--- src/rtl/mmio_uart_fifo.sv ---
// mmio_uart_fifo: memory-mapped UART for the SoC IO page. It has a TX FIFO and an
// RX FIFO, a baud divisor that can be changed at run time, sticky error flags and a
// level interrupt.
//
// Ports:
//   clk       system clock
//   resetn    synchronous, active-low reset
//   sel       the bus access targets this block
//   reg_addr  word index: 0 DATA, 1 STATUS, 2 DIVISOR, 3 IRQ_EN
//   wdata     write data
//   wstrb     one-cycle write strobe
//   rstrb     one-cycle read strobe
//   rdata     registered read data, valid the cycle after rstrb
//   irq       registered level interrupt
//   rx        asynchronous serial input
//   tx        serial output, idle high
//
// TX/RX FSM states:
//   state  | meaning
//   IDLE   | line idle (TX: waiting for a FIFO entry, RX: waiting for a falling edge)
//   START  | start bit (RX: waits half a bit, then checks the line is still low)
//   DATA   | 8 data bits, LSB first
//   STOP   | stop bit
//   WAIT   | RX only: stop bit read 0, waits for the line to return high
module mmio_uart_fifo #(
  parameter int          TX_DEPTH  = 16,
  parameter int          RX_DEPTH  = 16,
  parameter logic [15:0] DIV_RESET = 16'd234
) (
  input  logic        clk,
  input  logic        resetn,
  input  logic        sel,
  input  logic [1:0]  reg_addr,
  input  logic [31:0] wdata,
  input  logic        wstrb,
  input  logic        rstrb,
  output logic [31:0] rdata,
  output logic        irq,
  input  logic        rx,
  output logic        tx
);
  localparam int TAW = $clog2(TX_DEPTH);
  localparam int RAW = $clog2(RX_DEPTH);

  typedef enum logic [1:0] {TX_IDLE, TX_START, TX_DATA, TX_STOP} tx_state_t;
  typedef enum logic [2:0] {RX_IDLE, RX_START, RX_DATA, RX_STOP, RX_WAIT} rx_state_t;

  logic [7:0]  r_txq [TX_DEPTH];
  logic [TAW-1:0] r_txq_wp, r_txq_rp;
  logic [TAW:0]   r_txq_cnt;
  logic [7:0]  r_rxq [RX_DEPTH];
  logic [RAW-1:0] r_rxq_wp, r_rxq_rp;
  logic [RAW:0]   r_rxq_cnt;

  logic [15:0] r_div;
  logic [1:0]  r_irq_en;
  logic        r_tx_ovf, r_rx_ovr, r_frame_err;
  logic        r_rx_s1, r_rx_s2, r_rx_prev;

  tx_state_t   r_tx_state, w_tx_nstate;
  logic [15:0] r_tx_cnt, w_tx_ncnt, r_tx_div, w_tx_ndiv;
  logic [2:0]  r_tx_bit, w_tx_nbit;
  logic [7:0]  r_tx_shift, w_tx_nshift;
  logic        w_txq_pop;

  rx_state_t   r_rx_state, w_rx_nstate;
  logic [15:0] r_rx_cnt, w_rx_ncnt, r_rx_div, w_rx_ndiv;
  logic [2:0]  r_rx_bit, w_rx_nbit;
  logic [7:0]  r_rx_shift, w_rx_nshift;
  logic        w_rx_done, w_rx_ferr;

  logic w_wr_data, w_wr_stat, w_wr_div, w_wr_irq, w_rd_data;
  logic w_tx_full, w_tx_empty, w_rx_full, w_rx_empty, w_tx_busy, w_rx_fall;
  logic w_txq_push, w_rxq_push, w_rxq_pop, w_tx_ovf_set, w_rx_ovr_set;
  logic [7:0]  w_rx_cnt8;
  logic [31:0] w_rd_val;
  logic        w_unused_wdata;

  assign w_wr_data = sel & wstrb & (reg_addr == 2'd0);
  assign w_wr_stat = sel & wstrb & (reg_addr == 2'd1);
  assign w_wr_div  = sel & wstrb & (reg_addr == 2'd2);
  assign w_wr_irq  = sel & wstrb & (reg_addr == 2'd3);
  assign w_rd_data = sel & rstrb & (reg_addr == 2'd0);
  assign w_unused_wdata = ^wdata[31:16];

  // Full/empty come from the registered counts, so a push to a full FIFO is
  // dropped even when a pop happens in the same cycle.
  assign w_tx_full  = (r_txq_cnt == (TAW+1)'(TX_DEPTH));
  assign w_tx_empty = (r_txq_cnt == '0);
  assign w_rx_full  = (r_rxq_cnt == (RAW+1)'(RX_DEPTH));
  assign w_rx_empty = (r_rxq_cnt == '0);
  assign w_tx_busy  = (r_tx_state != TX_IDLE);
  assign w_rx_cnt8  = 8'(r_rxq_cnt);
  assign w_rx_fall  = r_rx_prev & ~r_rx_s2;

  assign w_txq_push   = w_wr_data & ~w_tx_full;
  assign w_tx_ovf_set = w_wr_data & w_tx_full;
  assign w_rxq_push   = w_rx_done & ~w_rx_full;
  assign w_rx_ovr_set = w_rx_done & w_rx_full;
  assign w_rxq_pop    = w_rd_data & ~w_rx_empty;

  assign tx = (r_tx_state == TX_START) ? 1'b0 :
              (r_tx_state == TX_DATA)  ? r_tx_shift[0] : 1'b1;

  always_comb begin
    w_tx_nstate = r_tx_state;
    w_tx_ncnt   = r_tx_cnt;
    w_tx_ndiv   = r_tx_div;
    w_tx_nbit   = r_tx_bit;
    w_tx_nshift = r_tx_shift;
    w_txq_pop   = 1'b0;
    case (r_tx_state)
      TX_IDLE: if (!w_tx_empty) begin
        w_txq_pop   = 1'b1;
        w_tx_nshift = r_txq[r_txq_rp];
        w_tx_ndiv   = r_div;
        w_tx_ncnt   = r_div - 16'd1;
        w_tx_nstate = TX_START;
      end
      TX_START: if (r_tx_cnt == 16'd0) begin
        w_tx_nstate = TX_DATA;
        w_tx_ncnt   = r_tx_div - 16'd1;
        w_tx_nbit   = 3'd0;
      end else w_tx_ncnt = r_tx_cnt - 16'd1;
      TX_DATA: if (r_tx_cnt == 16'd0) begin
        w_tx_ncnt   = r_tx_div - 16'd1;
        w_tx_nshift = r_tx_shift >> 1;
        if (r_tx_bit == 3'd7) w_tx_nstate = TX_STOP;
        else w_tx_nbit = r_tx_bit + 3'd1;
      end else w_tx_ncnt = r_tx_cnt - 16'd1;
      TX_STOP: if (r_tx_cnt == 16'd0) w_tx_nstate = TX_IDLE;
               else w_tx_ncnt = r_tx_cnt - 16'd1;
      default: w_tx_nstate = TX_IDLE;
    endcase
  end

  // RX checks the start bit half a bit after the edge, then samples every
  // bit period so that each sample lands mid-bit.
  always_comb begin
    w_rx_nstate = r_rx_state;
    w_rx_ncnt   = r_rx_cnt;
    w_rx_ndiv   = r_rx_div;
    w_rx_nbit   = r_rx_bit;
    w_rx_nshift = r_rx_shift;
    w_rx_done   = 1'b0;
    w_rx_ferr   = 1'b0;
    case (r_rx_state)
      RX_IDLE: if (w_rx_fall) begin
        w_rx_ndiv   = r_div;
        w_rx_ncnt   = (r_div >> 1) - 16'd1;
        w_rx_nstate = RX_START;
      end
      RX_START: if (r_rx_cnt == 16'd0) begin
        if (!r_rx_s2) begin
          w_rx_nstate = RX_DATA;
          w_rx_ncnt   = r_rx_div - 16'd1;
          w_rx_nbit   = 3'd0;
        end else w_rx_nstate = RX_IDLE;
      end else w_rx_ncnt = r_rx_cnt - 16'd1;
      RX_DATA: if (r_rx_cnt == 16'd0) begin
        w_rx_nshift = {r_rx_s2, r_rx_shift[7:1]};
        w_rx_ncnt   = r_rx_div - 16'd1;
        if (r_rx_bit == 3'd7) w_rx_nstate = RX_STOP;
        else w_rx_nbit = r_rx_bit + 3'd1;
      end else w_rx_ncnt = r_rx_cnt - 16'd1;
      RX_STOP: if (r_rx_cnt == 16'd0) begin
        if (r_rx_s2) begin
          w_rx_done   = 1'b1;
          w_rx_nstate = RX_IDLE;
        end else begin
          w_rx_ferr   = 1'b1;
          w_rx_nstate = RX_WAIT;
        end
      end else w_rx_ncnt = r_rx_cnt - 16'd1;
      RX_WAIT: if (r_rx_s2) w_rx_nstate = RX_IDLE;
      default: w_rx_nstate = RX_IDLE;
    endcase
  end

  always_comb begin
    w_rd_val = 32'd0;
    case (reg_addr)
      2'd0: if (!w_rx_empty) w_rd_val = {23'd0, 1'b1, r_rxq[r_rxq_rp]};
      2'd1: w_rd_val = {16'd0, w_rx_cnt8, r_tx_ovf, r_frame_err, r_rx_ovr, w_tx_busy,
                        w_rx_full, w_rx_empty, w_tx_empty, w_tx_full};
      2'd2: w_rd_val = {16'd0, r_div};
      default: w_rd_val = {30'd0, r_irq_en};
    endcase
  end

  // FIFO storage has no reset; the pointers and counts define what is valid.
  always_ff @(posedge clk) begin
    if (w_txq_push) r_txq[r_txq_wp] <= wdata[7:0];
    if (w_rxq_push) r_rxq[r_rxq_wp] <= r_rx_shift;
  end

  always_ff @(posedge clk) begin
    if (!resetn) begin
      r_txq_wp <= '0; r_txq_rp <= '0; r_txq_cnt <= '0;
      r_rxq_wp <= '0; r_rxq_rp <= '0; r_rxq_cnt <= '0;
      r_div <= DIV_RESET; r_irq_en <= 2'b00;
      r_tx_ovf <= 1'b0; r_rx_ovr <= 1'b0; r_frame_err <= 1'b0;
      r_rx_s1 <= 1'b1; r_rx_s2 <= 1'b1; r_rx_prev <= 1'b1;
      r_tx_state <= TX_IDLE; r_tx_cnt <= '0; r_tx_div <= DIV_RESET;
      r_tx_bit <= '0; r_tx_shift <= '0;
      r_rx_state <= RX_IDLE; r_rx_cnt <= '0; r_rx_div <= DIV_RESET;
      r_rx_bit <= '0; r_rx_shift <= '0;
      rdata <= 32'd0; irq <= 1'b0;
    end else begin
      if (w_txq_push) r_txq_wp <= r_txq_wp + 1'b1;
      if (w_txq_pop)  r_txq_rp <= r_txq_rp + 1'b1;
      case ({w_txq_push, w_txq_pop})
        2'b10:   r_txq_cnt <= r_txq_cnt + 1'b1;
        2'b01:   r_txq_cnt <= r_txq_cnt - 1'b1;
        default: r_txq_cnt <= r_txq_cnt;
      endcase
      if (w_rxq_push) r_rxq_wp <= r_rxq_wp + 1'b1;
      if (w_rxq_pop)  r_rxq_rp <= r_rxq_rp + 1'b1;
      case ({w_rxq_push, w_rxq_pop})
        2'b10:   r_rxq_cnt <= r_rxq_cnt + 1'b1;
        2'b01:   r_rxq_cnt <= r_rxq_cnt - 1'b1;
        default: r_rxq_cnt <= r_rxq_cnt;
      endcase
      if (w_wr_div) r_div <= (wdata[15:0] < 16'd4) ? 16'd4 : wdata[15:0];
      if (w_wr_irq) r_irq_en <= wdata[1:0];
      // A new event in the same cycle as its clear keeps the flag set.
      r_rx_ovr    <= w_rx_ovr_set | (r_rx_ovr    & ~(w_wr_stat & wdata[5]));
      r_frame_err <= w_rx_ferr    | (r_frame_err & ~(w_wr_stat & wdata[6]));
      r_tx_ovf    <= w_tx_ovf_set | (r_tx_ovf    & ~(w_wr_stat & wdata[7]));
      r_rx_s1 <= rx; r_rx_s2 <= r_rx_s1; r_rx_prev <= r_rx_s2;
      r_tx_state <= w_tx_nstate; r_tx_cnt <= w_tx_ncnt; r_tx_div <= w_tx_ndiv;
      r_tx_bit <= w_tx_nbit; r_tx_shift <= w_tx_nshift;
      r_rx_state <= w_rx_nstate; r_rx_cnt <= w_rx_ncnt; r_rx_div <= w_rx_ndiv;
      r_rx_bit <= w_rx_nbit; r_rx_shift <= w_rx_nshift;
      if (sel & rstrb) rdata <= w_rd_val;
      irq <= (r_irq_en[0] & ~w_rx_empty) | (r_irq_en[1] & w_tx_empty);
    end
  end
endmodule
--- config.mk ---
export PLATFORM = sky130hd
export DESIGN_NAME = mmio_uart_fifo
export DESIGN_NICKNAME = d
export VERILOG_FILES = /design/src/rtl/mmio_uart_fifo.sv
export SDC_FILE = /design/constraint.sdc
export NUM_CORES = 1
export LEC_CHECK = 0
export ABC_AREA = 1
export BUFFER_PORTS_ARGS = -buffer_cell sky130_fd_sc_hd__buf_2
export CORE_ASPECT_RATIO = 1.75
export CORE_UTILIZATION = 58
export DETAILED_ROUTE_END_ITERATION = 10
export PLACE_DENSITY = 0.79
export RECOVER_POWER = 50
export SLEW_MARGIN = 20
export SYNTH_ARGS = -nofsm -noshare
export SYNTH_HDL_FRONTEND = slang
export SYNTH_SLANG_ARGS = --single-unit
--- constraint.sdc ---
create_clock -name clk -period 2.8 [get_ports clk]
set_input_delay 0.28 -clock clk [delete_from_list [all_inputs] [get_ports clk]]
set_output_delay 0.28 -clock clk [all_outputs]
set_load 0.01 [all_outputs]
Word level (Yosys, flattened, before mapping)
Memories as Yosys holds them, arrays and structs flattened. A register that Yosys moved wholly into a read port is not among the register bits.
Index checks and enable logic that the tools add are counted.
{"block": "word_totals", "ff_bits": 174, "ram_bits": 256, "output_inout_bits": 34, "n_memories": 2}
{"block": "classes", "mux": 60, "n_reduce_logical": 25, "n_addsub": 16, "eq_ne": 35, "order_cmp": 1, "bitwise": 33}
{"memory": "r_rxq", "depth": 16, "width": 8, "read_ports": 1, "rd_clocked_by_memory_dff": 1, "wr": 1, "line": "51", "source": "logic [7:0] r_rxq [RX_DEPTH];"}
{"memory": "r_txq", "depth": 16, "width": 8, "read_ports": 1, "rd_clocked_by_memory_dff": 1, "wr": 1, "line": "48", "source": "logic [7:0] r_txq [TX_DEPTH];"}
{"cell": "$mux W16", "count": 9}
{"cell": "$pmux W32 S3", "count": 1}
{"cell": "$sub A16 B1 Y16 const B", "count": 5}
{"cell": "$pmux W16 S4", "count": 1}
{"cell": "$pmux W16 S3", "count": 1}
{"cell": "$mux W3", "count": 14}
{"cell": "$logic_not A16 Y1", "count": 2}
{"cell": "$ne A2 B2 Y1 const B", "count": 13}
{"cell": "$and A1 B1 Y1", "count": 21}
{"cell": "$pmux W5 S2", "count": 2}
{"cell": "$add A4 B1 Y4 const B", "count": 4}
{"cell": "$lt A16 B3 Y1 const B", "count": 1}
{"cell": "$mux W4", "count": 4}
{"cell": "$mux W8", "count": 2}
{"cell": "$pmux W8 S2", "count": 1}
{"cell": "$sub A15 B1 Y16 const B", "count": 1}
{"cell": "$pmux W3 S5", "count": 1}
{"cell": "$mux W1", "count": 14}
{"cell": "$eq A2 B2 Y1 const B", "count": 6}
{"cell": "$mux W2", "count": 6}
{"cell": "$pmux W3 S2", "count": 2}
{"cell": "$reduce_bool A2 Y1", "count": 6}
{"cell": "$add A5 B1 Y5 const B", "count": 2}
{"cell": "$eq A5 B5 Y1 const B", "count": 2}
{"cell": "other kinds (22)", "count": 49}

Depth between registers and ports, before layout
{"block": "logic_depth", "depth_word": 6, "mapped_depth": 20}

Worst setup path before layout
OpenSTA, ideal clock, no wires.
{"block": "synth_timing", "path_kind": "register to register", "from": "register r_rx_cnt[0]", "to": "register r_rxq_cnt[4]", "slack_ps": 228, "path_stages_with_launch": 20, "t_arrival_ps": 2459, "required_ps": 2687, "synth_period_minus_slack_ps": 2572, "cell_sequence": "dfxtp_1 -> inv_1 -> ha_1 -> nand3_1 -> nor3_4 -> nand2_4 -> inv_4 -> nand4_4 -> ha_1 -> xor2_1 -> ha_1 -> inv_1 -> nand2_1 -> nand2_1 -> o21ai_0 -> a21oi_1 -> o21ai_0 -> nand2_1 -> nand2_1 -> nor2_1"}
{"block": "synth_via", "elab_chain_cells": 6, "elab_cells_between_ends": 8, "cone_classes": "2 x eq/ne; 3 x mux; 1 x bitwise; 2 x reduce/logical"}
{"item": "from (decl)", "line": "67", "source": "logic [15:0] r_rx_cnt, w_rx_ncnt, r_rx_div, w_rx_ndiv;"}
{"item": "from (signal assigned)", "line": "233", "source": "r_rx_state <= w_rx_nstate; r_rx_cnt <= w_rx_ncnt; r_rx_div <= w_rx_ndiv;"}
{"item": "$logic_not A16 Y1 *", "line": "166", "source": "RX_STOP: if (r_rx_cnt == 16'd0) begin"}
{"item": "$mux W1 *", "line": "166"}
{"item": "$mux W1 *", "line": "147", "source": "case (r_rx_state)"}
{"item": "$and A1 B1 Y1 *", "line": "98", "source": "assign w_rxq_push = w_rx_done & ~w_rx_full;"}
{"item": "$eq A2 B1 Y1 or $eq A2 B2 Y1 (tied branches)", "line": "219", "source": "case ({w_rxq_push, w_rxq_pop})"}
{"item": "$pmux W5 S2 or $reduce_bool A2 Y1 (tied branches)"}
{"item": "to (signal assigned)", "line": "220", "source": "2'b10: r_rxq_cnt <= r_rxq_cnt + 1'b1;"}
{"item": "to (signal assigned)", "line": "221", "source": "2'b01: r_rxq_cnt <= r_rxq_cnt - 1'b1;"}
{"item": "to (signal assigned)", "line": "222", "source": "default: r_rxq_cnt <= r_rxq_cnt;"}
{"item": "to (decl)", "line": "53", "source": "logic [RAW:0] r_rxq_cnt;"}
Mark *: on every way between the ends. The rest lies on a longest branch, timed or not.
A chain may end at the register's enable or synchronous reset.

Worst setup path in the final report
{"block": "layout_timing", "from": "register r_txq_cnt[1]", "to": "register r_txq_cnt[4]"}
{"block": "layout_via", "elab_chain_cells": 5, "elab_cells_between_ends": 12, "cone_classes": "2 x add/sub; 3 x eq/ne; 3 x mux; 2 x bitwise; 2 x reduce/logical"}
{"item": "from (decl)", "line": "50", "source": "logic [TAW:0] r_txq_cnt;"}
{"item": "from (signal assigned)", "line": "213", "source": "2'b10: r_txq_cnt <= r_txq_cnt + 1'b1;"}
{"item": "from (signal assigned)", "line": "214", "source": "2'b01: r_txq_cnt <= r_txq_cnt - 1'b1;"}
{"item": "from (signal assigned)", "line": "215", "source": "default: r_txq_cnt <= r_txq_cnt;"}
{"item": "$logic_not A5 Y1 or $eq A5 B5 Y1 (tied branches)", "line": "89, 88"}
{"item": "$mux W1 or $not A1 Y1 (tied branches)", "line": "113, 96"}
{"item": "$mux W1 or $and A1 B1 Y1 (tied branches)", "line": "112, 96"}
{"item": "$eq A2 B1 Y1 or $eq A2 B2 Y1 (tied branches)", "line": "212", "source": "case ({w_txq_push, w_txq_pop})"}
{"item": "$pmux W5 S2 or $reduce_bool A2 Y1 (tied branches)"}
Several ways; a longest one is shown, not always the timed one.

==> metrics.yaml <==
synth:
  seq_area_frac_synth_pct: 53.70
  ys_seq_elements: 422
  avgSynthCellArea_um2: 8.268
  syn_inst: 2480
  ys_types: 50
  synth_edf_count: 256
  async_flop_share_pct: 0
  ys_warn_count: 0
  synthFlopType: "edfxtp_1"
  mappedNetlistArea_um2: 20500
cts:
  insertion_delay_ns: 0.55
  cts_root_buf: "clkbuf_16"
  cts.sink_count: 422
  ctsHtreeMaxLevel: 2
  cts_tree: "done"
  cts-buffers-inserted: 37
  clk_path_buf_depth: 3
  cts.clk_slew.worst_paths_ns: 0.07
finish:
  drive_above_1_share_pct: 7.374
  final_util_pct: 64.79
  fillers: 2984
  fin_cells: 3024
  seqCellArea_um2: 11010
  nets: 2608
  final_cell_area_um2: 22470
  synthToLayoutAreaGrowth_pct: 9.598
  multi_input_area_um2: 8183
worst_setup_path:
  worstPathMaxFanout: 6
  cp.depth: 15
  rr_startpoint: "r_txq_cnt[1]"
  crit_slowest_cell: "fa_1"
  cp.arrival_ns: 3.03
  cp_num_buf_inv: 3
  critPathKind: "flip-flop to flip-flop"
  worstPathRequired_ns: 3.28
  rrSetupSlack_ns: 0.24
  reg2reg_to: "r_txq_cnt[4]"
  cpMostUsedCell: "nand2_1"
  crit_path_start: "r_txq_cnt[1]"
  cp-end-kind: "flip-flop"
  worstPathCellList: "inv_1, nand3_1, nor2_1, inv_1, nand2_1, ha_2, inv_1, fa_1, nor2_1, a211oi_1, nand2_1, nand2_1, o21ai_0, nand2_1, nor2_1"
  reg2reg_depth: 15
  cp_slowest_stage_delay_ns: 0.42
  cp-start-kind: "flip-flop"
  critical-path-top-delay-family: "simple AND/OR/NAND/NOR gates"
  crit_path_end: "r_txq_cnt[4]"
die:
  io_pins: 74
  die_area_um2: 36140
  placeableCoreArea_um2: 34680
  start_util_pct: 59.12
  die_h_um: 250.7
  die_w_um: 144.1
  rows: 90
global_routing:
  grt_pass1_wl_mm: 84.97
  overflow: 0
  grt_max_degree: 97
  grt_pass1_vias: 16520
  track_usage_pct: 30.60
  grt_antenna_before_repair: 1
placement:
  placed_cells: 2954
  hpwl_mm: 37.11
  portBuffers: 41
  detailed_place.area_um2: 21340
  routabilityCongestion: 0.9603
route:
  drt_iter0_drc: 1278
  route.antenna.remaining_nets: 0
  routedWlPerCell_um: 17.75
  wl_mm: 53.67
  drtPass1Iterations: 6
  vias: 16840
  viasPerCell: 5.569
  drc_errors: 0
pwr:
  power_frac_seq_pct: 38.8
  leakagePower_nw: 9.086
  ir_worst_vdd_mv: 0.7398
  power_density_nw_per_um2: 877.7
  netSwitchingFraction_pct: 39.03
  p_int_w: 0.01203
  pwr-share-clk_pct: 25.2
  power_w: 0.01972
  p_switching_w: 0.007697
  comb_power_share_pct: 36.0
outcome:
  failed_checks: "capacitance limit, slew limit"
  status: "finished with violations"
sta:
  post-route-min-period_ns: 2.556
  slew_viol_final: 42
  max-slew-margin-rel_pct: -4.875
  finClkSkew_ns: 0.02140
  finalHoldViolations: 0
  hold-worst-slack_ns: 0.01824
  fin_crit_sh_pct: 91.30
  tightest_slew_ns: 1.571
  finalSetupViolCount: 0
  max_freq_mhz: 391.2
worst_hold_path:
  hold_class: "input pin to flip-flop"
flow_run:
  maxCapViolCount: 1
==> cells by family (layout without fill, tap and decap cells) <==
group | Yosys count | after routing | share of synthesized area (%)
AOI/OAI and AO/OA | 357 | 357 | 9.470
xor gates and xnor gates | 49 | 49 | 2.093
adders and majority gates | 34 | 34 | 2.111
buffers and inverters | 335 | 403 | 6.773
DFF | 422 | 422 | 53.70
other | 1 | 17 | 0.01829
and+or+nand+nor | 1282 | 1282 | 25.84
==> state kept, by name, indices dropped and copies added (netlist names), 5 cells and up, named ones only <==
name        flops
rdata          16
r_rxq_cnt       5
r_txq         128
r_rx_shift      8
r_tx_cnt       16
r_rxq         128
r_tx_shift      8
r_div          16
r_txq_cnt       5
r_tx_div       16
r_rx_cnt       16
r_rx_div       16
==> tightest hold or removal path: cells and delay by family <==
| kind | cells | cell delay (ns) |
|---|---|---|
| buffers and inverters | 1 | 0.10 |
| and+or+nand+nor | 1 | 0.09 |
| AOI/OAI and AO/OA | 1 | 0.05 |
==> cells in the final DEF, fill, tap and decap left out, types with 4 or more instances in the layout <==
master / instances
o22ai_1: 6
nand3_1: 238
clkbuf_1: 36
a211oi_1: 11
xor2_1: 32
nor2_2: 5
nor2_1: 301
nand2_1: 692
ha_1: 30
nand2_2: 4
conb_1: 16
o21ai_0: 129
o21ai_1: 22
xnor2_1: 16
nor3_1: 13
o211ai_1: 22
inv_1: 203
o31ai_1: 4
inv_2: 15
clkbuf_16: 37
a21oi_1: 148
dfxtp_1: 164
edfxtp_1: 256
clkinv_1: 10
nand3_2: 4
buf_4: 65
buf_2: 15
nand4_1: 8
clkinv_2: 11
==> metal layers <==
| metal | vias to the layer above | share of wire [%] | global-route usage, % |
|---|---|---|---|
| li1 | 8240 | - | - |
| met1 | 7790 | 36 | 34.16 |
| met2 | 602 | 51 | 53.21 |
| met3 | 210 | 5.0 | 3.200 |
| met4 | 0 | 8.0 | 22.71 |
| met5 | - | 0 | 0 |
==> metrics by stage <==
step	TNS, ns	worst slack [ns]
floorplan	0	0.2279
global placement	0	0.2007
detailed placement	0	0.1998
CTS	0	0.1854
global route	-0.007773	-0.007773
finish	0	0.2436
==> cells in the mapped netlist, types with 2 or more instances <==
| library cell | n | area [um2] |
|---|---|---|
| nor4_1 | 3 | 18.77 |
| nor2_1 | 302 | 1134 |
| nand2_1 | 692 | 2597 |
| inv_2 | 17 | 63.81 |
| buf_4 | 17 | 127.6 |
| a22oi_1 | 3 | 22.52 |
| or2_2 | 3 | 18.77 |
| o21ai_0 | 130 | 650.6 |
| nand3_2 | 4 | 40.04 |
| clkinv_1 | 3 | 11.26 |
| edfxtp_1 | 256 | 7687 |
| a21oi_1 | 148 | 740.7 |
| nor3_1 | 12 | 60.06 |
| xor2_1 | 33 | 289.0 |
| inv_1 | 201 | 754.5 |
| nand4_1 | 8 | 50.05 |
| nand3b_1 | 2 | 15.01 |
| clkbuf_1 | 55 | 206.5 |
| a211oi_1 | 12 | 90.09 |
| o22ai_1 | 6 | 37.54 |
| nand2_2 | 4 | 25.02 |
| nand2_4 | 2 | 22.52 |
| nor2_4 | 3 | 33.78 |
| o21bai_1 | 3 | 22.52 |
| ha_1 | 33 | 412.9 |
| nand3_1 | 238 | 1191 |
| buf_6 | 4 | 45.04 |
| nor2_2 | 4 | 25.02 |
| o211ai_1 | 22 | 165.2 |
| buf_2 | 28 | 140.1 |
| xnor2_1 | 16 | 140.1 |
| o31ai_1 | 4 | 30.03 |
| dfxtp_1 | 166 | 3323 |
| o21ai_1 | 22 | 110.1 |
| buf_1 | 9 | 33.78 |
==> power groups by stage <==
stage	clock network (W)	registers, W	logic (W)
floorplan	0	0.00761	0.00525
global placement	0	0.00773	0.00675
detailed placement	0	0.00776	0.00696
CTS	0.00503	0.00763	0.00703
global route	0.00523	0.00771	0.00795
finish	0.00498	0.00765	0.00709
==> final cells by class <==
cell class	instances	area share [%]
inverters	222	3.719
multi-input cells	1738	36.41
flip-flops and latches	422	49.01
diodes	1	0.01114
clock buffers	43	4.265
well taps	460	2.561
clock inverters	25	0.8685
repair buffers	113	3.157
==> worst min-delay path by stage <==
| stage | cells after the start | slack, ns | from | end |
|---|---|---|---|---|
| 2_1_floorplan | 0 | 0.38 | wdata[0] | r_txq[0][0] |
| 3_3_place_gp | 1 | 0.41 | r_rx_s1 | r_rx_s2 |
| 3_5_place_dp | 1 | 0.41 | r_rx_s1 | r_rx_s2 |
| 4_1_cts | 3 | 0.01 | wdata[14] | r_div[14] |
| 5_1_grt | 3 | 0.05 | wdata[9] | r_div[9] |
| 6_report | 3 | 0.02 | wdata[14] | r_div[14] |
==> what timing repair did <==
| action | in CTS | in global routing |
|---|---|---|
| hold endpoints to repair | 1 | 0 |
| gates resized for setup | 0 | 10 |
| setup endpoints to repair | 0 | 2 |
| hold buffers | 1 | 0 |
| buffers inserted | 0 | 0 |
Note: power is estimated with default switching activity, not from simulation.
